## config.mk

```make
export PLATFORM = sky130hd
export DESIGN_NAME = detector_jogada
export DESIGN_NICKNAME = d
export VERILOG_FILES = /design/src/rtl/jogo_pkg.sv /design/src/rtl/sincronizador_2ff.sv /design/src/rtl/detector_jogada.sv
export SDC_FILE = /design/constraint.sdc
export NUM_CORES = 1
export LEC_CHECK = 0
export ABC_AREA = 1
export CAP_MARGIN = 20
export CORE_MARGIN = 2
export CORE_UTILIZATION = 50
export CTS_CLUSTER_SIZE = 20
export DETAILED_ROUTE_END_ITERATION = 10
export HOLD_SLACK_MARGIN = 0.1
export MAX_ROUTING_LAYER = met4
export PLACE_DENSITY = 0.79
export SLEW_MARGIN = 20
export SYNTH_ARGS = -nofsm -noshare
export SYNTH_HDL_FRONTEND = slang
export SYNTH_SLANG_ARGS = --single-unit
export TNS_END_PERCENT = 1
```

## constraint.sdc

```tcl
create_clock -name clock -period 2.62 [get_ports clock]
set_clock_uncertainty 0.15 [all_clocks]
set_input_delay 0.393 -clock clock [delete_from_list [all_inputs] [get_ports clock]]
set_output_delay 0.393 -clock clock [all_outputs]
set_load 0.03 [all_outputs]
```

## src/rtl/jogo_pkg.sv

```systemverilog
// Shared definitions for the play detector: state codes, button count and
// the default debounce window.
package jogo_pkg;

  // Number of player buttons
  localparam int LARGURA_BOTOES = 4;

  // Debounce window used in simulation; board builds override it
  localparam int DEBOUNCE_PADRAO = 4;

  // State codes, also shown on the 7-segment debug display
  localparam logic [3:0] EST_ESPERA   = 4'd0;
  localparam logic [3:0] EST_FILTRA   = 4'd1;
  localparam logic [3:0] EST_EMITE    = 4'd2;
  localparam logic [3:0] EST_INVALIDA = 4'd3;
  localparam logic [3:0] EST_SEGURA   = 4'd4;
  localparam logic [3:0] EST_SOLTA    = 4'd5;

  typedef enum logic [3:0] {
    ESPERA   = EST_ESPERA,
    FILTRA   = EST_FILTRA,
    EMITE    = EST_EMITE,
    INVALIDA = EST_INVALIDA,
    SEGURA   = EST_SEGURA,
    SOLTA    = EST_SOLTA
  } estado_t;

endpackage

```

## src/rtl/sincronizador_2ff.sv

```systemverilog
// Two-flop synchronizer for asynchronous inputs, cleared to zero on reset.
module sincronizador_2ff #(
  parameter int LARGURA = 1
) (
  input  logic               clock,
  input  logic               reset,
  input  logic [LARGURA-1:0] i_dado,
  output logic [LARGURA-1:0] o_dado
);

  logic [LARGURA-1:0] r_meta;
  logic [LARGURA-1:0] r_sinc;

  // Two-stage capture to let metastability settle before use
  always_ff @(posedge clock or posedge reset) begin
    if (reset) begin
      r_meta <= {LARGURA{1'b0}};
      r_sinc <= {LARGURA{1'b0}};
    end else begin
      r_meta <= i_dado;
      r_sinc <= r_meta;
    end
  end

  assign o_dado = r_sinc;

endmodule

```

## src/rtl/detector_jogada.sv

```systemverilog
// Play detector: synchronizes and debounces the four player buttons, accepts
// a play only when exactly one button is held stably, and requires a filtered
// release before the next play can be accepted.
module detector_jogada
  import jogo_pkg::*;
#(
  parameter int DEBOUNCE_CYCLES = DEBOUNCE_PADRAO
) (
  input  logic                      clock,
  input  logic                      reset,
  input  logic                      habilitar,
  input  logic [LARGURA_BOTOES-1:0] botoes,
  output logic [LARGURA_BOTOES-1:0] jogada,
  output logic                      jogada_feita,
  output logic                      jogada_invalida,
  output logic                      ocupado,
  output logic [3:0]                db_estado
);

  // Counter is sized to hold DEBOUNCE_CYCLES; the decision compares against
  // DEBOUNCE_CYCLES-1 because the sample being evaluated is the last one.
  localparam int              CW    = $clog2(DEBOUNCE_CYCLES + 1);
  localparam logic [CW-1:0]   C_UM  = CW'(1);
  localparam logic [CW-1:0]   C_FIM = CW'(DEBOUNCE_CYCLES - 1);
  localparam bit              JANELA_UNICA = (DEBOUNCE_CYCLES == 1);

  logic [LARGURA_BOTOES-1:0] w_s;
  logic                      w_s_nulo;
  logic                      w_s_one_hot;

  estado_t                   r_estado;
  logic [LARGURA_BOTOES-1:0] r_cand;
  logic [CW-1:0]             r_cont;
  logic [LARGURA_BOTOES-1:0] r_jogada;
  logic                      r_feita;
  logic                      r_invalida;

  sincronizador_2ff #(
    .LARGURA(LARGURA_BOTOES)
  ) u_sinc (
    .clock  (clock),
    .reset  (reset),
    .i_dado (botoes),
    .o_dado (w_s)
  );

  assign w_s_nulo    = (w_s == {LARGURA_BOTOES{1'b0}});
  assign w_s_one_hot = ($countones(w_s) == 32'sd1);

  // Main control FSM; pulses are registered on the transition into their state
  always_ff @(posedge clock or posedge reset) begin
    if (reset) begin
      r_estado   <= ESPERA;
      r_cand     <= {LARGURA_BOTOES{1'b0}};
      r_cont     <= {CW{1'b0}};
      r_jogada   <= {LARGURA_BOTOES{1'b0}};
      r_feita    <= 1'b0;
      r_invalida <= 1'b0;
    end else begin
      r_feita    <= 1'b0;
      r_invalida <= 1'b0;
      case (r_estado)
        ESPERA: begin
          if (w_s_nulo) begin
            r_estado <= ESPERA;
          end else if (!habilitar) begin
            // A button already held when enable arrives is never accepted
            r_estado <= SEGURA;
          end else begin
            r_cand <= w_s;
            r_cont <= C_UM;
            if (!JANELA_UNICA) begin
              r_estado <= FILTRA;
            end else if (w_s_one_hot) begin
              r_estado <= EMITE;
              r_jogada <= w_s;
              r_feita  <= 1'b1;
            end else begin
              r_estado   <= INVALIDA;
              r_invalida <= 1'b1;
            end
          end
        end

        FILTRA: begin
          if (!habilitar) begin
            r_estado <= SEGURA;
          end else if (w_s_nulo) begin
            r_estado <= ESPERA;
          end else if (w_s != r_cand) begin
            // Bounce or value change restarts the window on the new value
            r_cand   <= w_s;
            r_cont   <= C_UM;
            r_estado <= FILTRA;
          end else if (r_cont >= C_FIM) begin
            // Here w_s equals r_cand, so its popcount decides validity
            if (w_s_one_hot) begin
              r_estado <= EMITE;
              r_jogada <= r_cand;
              r_feita  <= 1'b1;
            end else begin
              r_estado   <= INVALIDA;
              r_invalida <= 1'b1;
            end
          end else begin
            r_cont   <= r_cont + C_UM;
            r_estado <= FILTRA;
          end
        end

        EMITE: begin
          r_estado <= SEGURA;
        end

        INVALIDA: begin
          r_estado <= SEGURA;
        end

        SEGURA: begin
          if (!w_s_nulo) begin
            r_estado <= SEGURA;
          end else if (JANELA_UNICA) begin
            r_estado <= ESPERA;
          end else begin
            r_cont   <= C_UM;
            r_estado <= SOLTA;
          end
        end

        SOLTA: begin
          if (!w_s_nulo) begin
            r_estado <= SEGURA;
          end else if (r_cont >= C_FIM) begin
            r_estado <= ESPERA;
          end else begin
            r_cont   <= r_cont + C_UM;
            r_estado <= SOLTA;
          end
        end

        default: begin
          r_estado <= ESPERA;
        end
      endcase
    end
  end

  assign jogada          = r_jogada;
  assign jogada_feita    = r_feita;
  assign jogada_invalida = r_invalida;
  assign db_estado       = r_estado;
  assign ocupado         = (r_estado != ESPERA);

endmodule

```

* After elaboration in Yosys (flattened, before gate mapping)
Cells that the tools add are included.
** Cells by class
- $mul :: 0
- Multiplexer cells :: 38
- Shift-type cells :: 0
- Bitwise gates (word level) :: 2
- Magnitude comparators :: 1
- Div/mod/pow operators :: 0
- Reduce and logical (&&, ||, !) cells :: 9
- Add/sub/neg operators :: 4
- Eq/ne operators :: 14
** Operator list (count)
- two-way mux 3 bit :: 12
- two-way mux 4 bit :: 9
- case mux 4 bit (5 select lines) :: 1
- two-way mux 1 bit :: 14
- inequality test 2 bit (second input constant) :: 7
- case mux 3 bit (4 select lines) :: 1
- AND reduction 6 bit :: 2
- == test 4 x 2 -> 1 bit (second input constant) :: 2
- == test 4 x 3 -> 1 bit (second input constant) :: 2
- zero test 4 bit :: 2
- case mux 4 bit (2 select lines) :: 1
- nonzero test 4 bit :: 2
- AND reduction 7 bit :: 1
- adder 1 x 1 -> 2 bit :: 2
- == test 4 x 1 -> 1 bit (second input constant) :: 1
- inequality test 4 bit :: 1
- adder 2 x 2 -> 3 bit :: 1
- adder 3 x 1 -> 3 bit (second input constant) :: 1
- == test 3 x 1 -> 1 bit (second input constant) :: 1
- >= comparator 3 x 2 -> 1 bit (second input constant) :: 1
- inverter 1 bit :: 2
- nonzero test 2 bit :: 1
- OR reduction 2 bit :: 1
** Word-level totals
- Memory bits (read-only) :: 0
- Word-level logic and storage cells :: 76
- Input bits :: 7
- Latch bits :: 0
- Bits in registers :: 25
- Memories kept :: 0
- Bits in writable memories :: 0
- Output and inout bits :: 11

* Longest topological paths before layout
- Depth in word-level cells :: 9
- Mapped depth :: 11
- Gate-level depth less buffers :: 11

* By module
Synthesis repeated with hierarchy kept, for this count alone.
** Unflattened totals
- Cell total of the unflattened synthesis :: 149
- Area total of the unflattened synthesis :: 1243.7 sq um
** Modules (own cells, without submodules)
- detector_jogada :: cells each 140, area an instance 1039.7 sq um, times used 1
- sincronizador_2ff :: cells each 9, area an instance 203.9 sq um, times used 1

* Least setup slack after synthesis
No wires, ideal clock.
- Path kind :: reg2reg
- From :: reg u_sinc.r_sinc[0], in the netlist u_sinc.o_dado[0]
- To :: reg r_jogada[0], in the netlist jogada[0]
- Buffers on the path :: 0
- Slack :: 0.299 ns
- Library setup time :: 0.118 ns
- Arrival :: 2.053 ns
- Data required time :: 2.352 ns
- Period minus slack after synthesis :: 2.321 ns
- Cell stages (with the launch flop) :: 10
- Path through :: dfrtp_1 -> inv_1 -> fa_1 -> inv_1 -> ha_1 -> ha_1 -> nor3b_4 -> nand3_4 -> nand2_1 -> nand2_1
** On the way
- Cells in the longest elaborated chain, start to end :: 4
** RTL lines
- start, declared :: RTL line sincronizador_2ff.sv:12 : logic [LARGURA-1:0] r_sinc;
- start signal, assigned :: RTL line sincronizador_2ff.sv:18 : r_sinc <= {LARGURA{1'b0}};
- start signal, assigned :: RTL line sincronizador_2ff.sv:21 : r_sinc <= r_meta;
- adder 1 x 1 -> 2 bit (implied by the code) :: RTL line detector_jogada.sv:48 : assign w_s_one_hot = ($countones(w_s) == 32'sd1);
- adder 2 x 2 -> 3 bit (implied by the code) :: RTL line detector_jogada.sv:48
- == test 3 x 1 -> 1 bit :: RTL line detector_jogada.sv:48
- AND reduction 6 bit (no source line) (*)
- end signal, assigned :: RTL line detector_jogada.sv:56 : r_jogada <= {LARGURA_BOTOES{1'b0}};
- end signal, assigned :: RTL line detector_jogada.sv:76 : r_jogada <= w_s;
- end signal, assigned :: RTL line detector_jogada.sv:99 : r_jogada <= r_cand;
- end, declared :: RTL line detector_jogada.sv:34 : logic [LARGURA_BOTOES-1:0] r_jogada;
Every way passes the cells marked *; elsewhere a longest branch is shown, timed or not.
A chain may end at the register's enable or synchronous reset.

* Worst setup path after layout
Ends and elaborated chain as after synthesis.

==> key figures <==
Layout
  • Util after Layout: between 60% and 70%
  • Post-Layout Cell Count: 227
  • P&R area growth vs syn: 17.79%
  • Layout Nets: between 200 and 250
  • Share of cells above drive strength 1: roughly 18%
  • Diode count: 0
  • Final instance area: 0.001665 mm²
  • Fill cells: between 200 and 250

STA
  • Fmax: roughly 400 MHz
  • Final worst path period need: 2.486 ns
  • Total negative slack: 0 ns
  • Hold_ws: ~0.22 ns
  • Final setup viols: 0
  • Hold Vio Cnt, Final: 0
  • Final period utilization: between 90% and 100%
  • PnR worst setup slack: approximately 0.13 ns
  • RSZ-0062 raised after global routing: no
  • Pins over their slew limit: 0

Logic synthesis
  • Sequential element share of the synthesized area: between 40% and 50%
  • Post-synth top area share: about 42%
  • Main area contributors after synthesis: dfrtp_1 42%, nand2_1 15%, inv_1 6.4%
  • Synth Warn #: 0
  • Syn_area_per_cell: approximately 8 µm²
  • Cell taking the most area after synthesis: dfrtp_1
  • Synth Net Count: 189
  • Gate Count Post-Synth: about 180
  • Post-synthesis cell area: 0.001414 mm²
  • Synth cell types: 25
  • Number of synthesized register bits: 24

Clock network
  • Postcts setup bufs: 0
  • Worst-skew pair later-pin latency: around 0.32 ns
  • Max clock buf depth: 2
  • Clk slew on worst S/H paths: 0.14 ns
  • CTS buffer count: 3
  • Root buffer cell: clkbuf_4
  • CTS tree: built
  • CTS Hold Buffers Added: 0
  • Max H-tree Level: 1
  • CTS Sinks: 24

Routing
  • Antenna-violating nets left: 0
  • Via/cell ratio: 5.000
  • WL final: 2586 µm
  • Initial DRC count: 35
  • Drt first pass iters: 4
  • WL per Instance: 11.39 µm
  • Number of remaining DRC errors: 0
  • DR vias: 1135

Worst setup path
  • CP max stage delay: 0.54 ns
  • Worst EP required: between 2 and 3 ns
  • WS Path Type: flop to flop
  • Critical path startpoint: u_sinc.o_dado[0]$_DFF_PP0_
  • Worst path cell trace: inv_1 > fa_1 > inv_1 > ha_1 > ha_1 > nor3b_4 > nand3_4 > nand2_1 > nand2_1
  • Startpoint Class: flop
  • Critical Path Fanout Max: 7
  • Slowest cell on crit path: fa_1
  • Arr. time, crit path: 2.55 ns
  • Worst flop-to-flop path startpoint: u_sinc.o_dado[0]$_DFF_PP0_
  • Crit. End Element: flop

Worst hold path
  • Worst hold-check path type: flop to flop
  • Min-delay src: u_sinc.r_meta[2]$_DFF_PP0_

Floorplan
  • Die Area: roughly 0.0033 mm²
  • Die Width: around 57 µm
  • Core region area: 0.002710 mm²
  • Initial core utilization: between 50% and 60%
  • # rows: 19
  • Die height: approximately 57 µm
  • # IOs: 18

Global route
  • Number of global-route vias before repair: 1101
  • Initial antenna violation count: 0
  • First-pass GRT wire length: ~4600 µm
  • GRT Overall Usage: a little under a fifth
  • Gr ovfl total: 0
  • Pin count of the biggest net entering global routing: 25

Placed design
  • Placed cell area: 0.001613 mm²
  • # port buffers: 16
  • Placed Cells: between 200 and 250
  • Pre-CTS WS: 0.1720 ns
  • Post-DP HPWL: 2005 µm
  • RD Place Congestion: 0.8647

Power and ir drop
  • Pwr Density: around 800 mW/mm²
  • Worst vdd ir: between 400 and 500 µV
  • Overall power: ~1.3 mW
  • Leakage: 0.8882 nW

Status
  • Status: finished, final reports clean

Run
  • Max-cap violations: 0
area by class of cell:
| cell class | instances | area [µm²] | area share [%] |
|---|---|---|---|
| Clock buffer | 3 | 22.52 | 1.352 |
| Clock inverter | 1 | 30.03 | 1.803 |
| Inverter | 32 | 120.1 | 7.213 |
| Multi-Input combinational cell | 119 | 685.7 | 41.17 |
| Sequential cell | 24 | 600.6 | 36.06 |
| Tap cell | 31 | 38.79 | 2.329 |
| Timing Repair Buffer | 17 | 167.7 | 10.07 |
power by group:
group          internal [mW]  switching, mW  total [mW]  leakage [nW]
Combinational          0.201          0.361       0.563         0.558
Sequential             0.430         0.0749       0.505         0.303
Clock                  0.155          0.115       0.270        0.0279
cell usage after synthesis, drive strengths merged:
cell,n
xnor2,1
a211oi,1
nand4,7
fa,1
nand3,13
nor2,16
conb,1
o21ai,1
nor3,2
nor3b,1
inv,32
dfrtp,24
a21boi,1
buf,1
nand2,66
a21oi,3
ha,5
what timing repair did:
item,in CTS,in global routing
endpoints found under the hold margin,0,0
resized for setup,0,0
endpoints found under the setup margin,0,4
flip-flops by register name, summed over array words and instances, names as in the netlist:
name,count
db_estado,3
jogada,4
jogada_feita,1
jogada_invalida,1
r_cand,4
r_cont,3
u_sinc.o_dado,4
u_sinc.r_meta,4
cells in the final DEF (no fill, tap or decap), types with 3 or more instances in the layout:
cell type	instances
clkbuf_4	3
dfrtp_1	24
a21oi_1	3
nand2_1	55
nor2_2	4
nand3_1	12
nand2_2	10
nand4_1	7
inv_1	24
nor2_4	3
ha_1	5
inv_2	8
clkdlybuf4s50_1	16
nor2_1	8
cell families (layout without fill, tap and decap cells):
logic type	after synthesis	in the layout	synth area share, %
xor gates and xnor gates	1	1	0.6196
adders and majority gates	6	6	5.841
other	1	1	0.2652
AOI/OAI and AO/OA	6	6	2.478
and+or+nand+nor	105	105	39.29
buffers and inverters	33	53	9.027
DFF	24	24	42.48
critical path, delay by kind of cell (launching register included):
family | cells | cell delay [ns]
flops | 1 | 0.42
simple gates | 4 | 0.64
buf+inv | 2 | 0.15
fa+ha+maj | 3 | 1.03
per-layer routing:
layer	vias up	global-route usage (%)	share of wire (%)	routed length [µm]
li1	581	-	-	-
met1	518	23.74	47	1215
met2	32	28.57	48	1231
met3	4	2.721	4.0	104
met4	0	7.309	1.3	34
met5	-	-	0	0
path summary, 6_finish.rpt:
kind,end,slack [ns],depth (start not counted)
worst min register to register,u_sinc.o_dado[2]$_DFF_PP0_,0.22,0
max in group asynchronous,db_estado[0]$_DFF_PP0_,1.84,3
worst max register to register,jogada[0]$_DFFE_PP0P_,0.13,9
worst max-delay path,jogada[0]$_DFFE_PP0P_,0.13,9
worst min-delay path,u_sinc.o_dado[2]$_DFF_PP0_,0.22,0
min in group asynchronous,r_cand[0]$_DFFE_PP0P_,0.24,3
No activity file was read; power rests on OpenSTA's default activity.
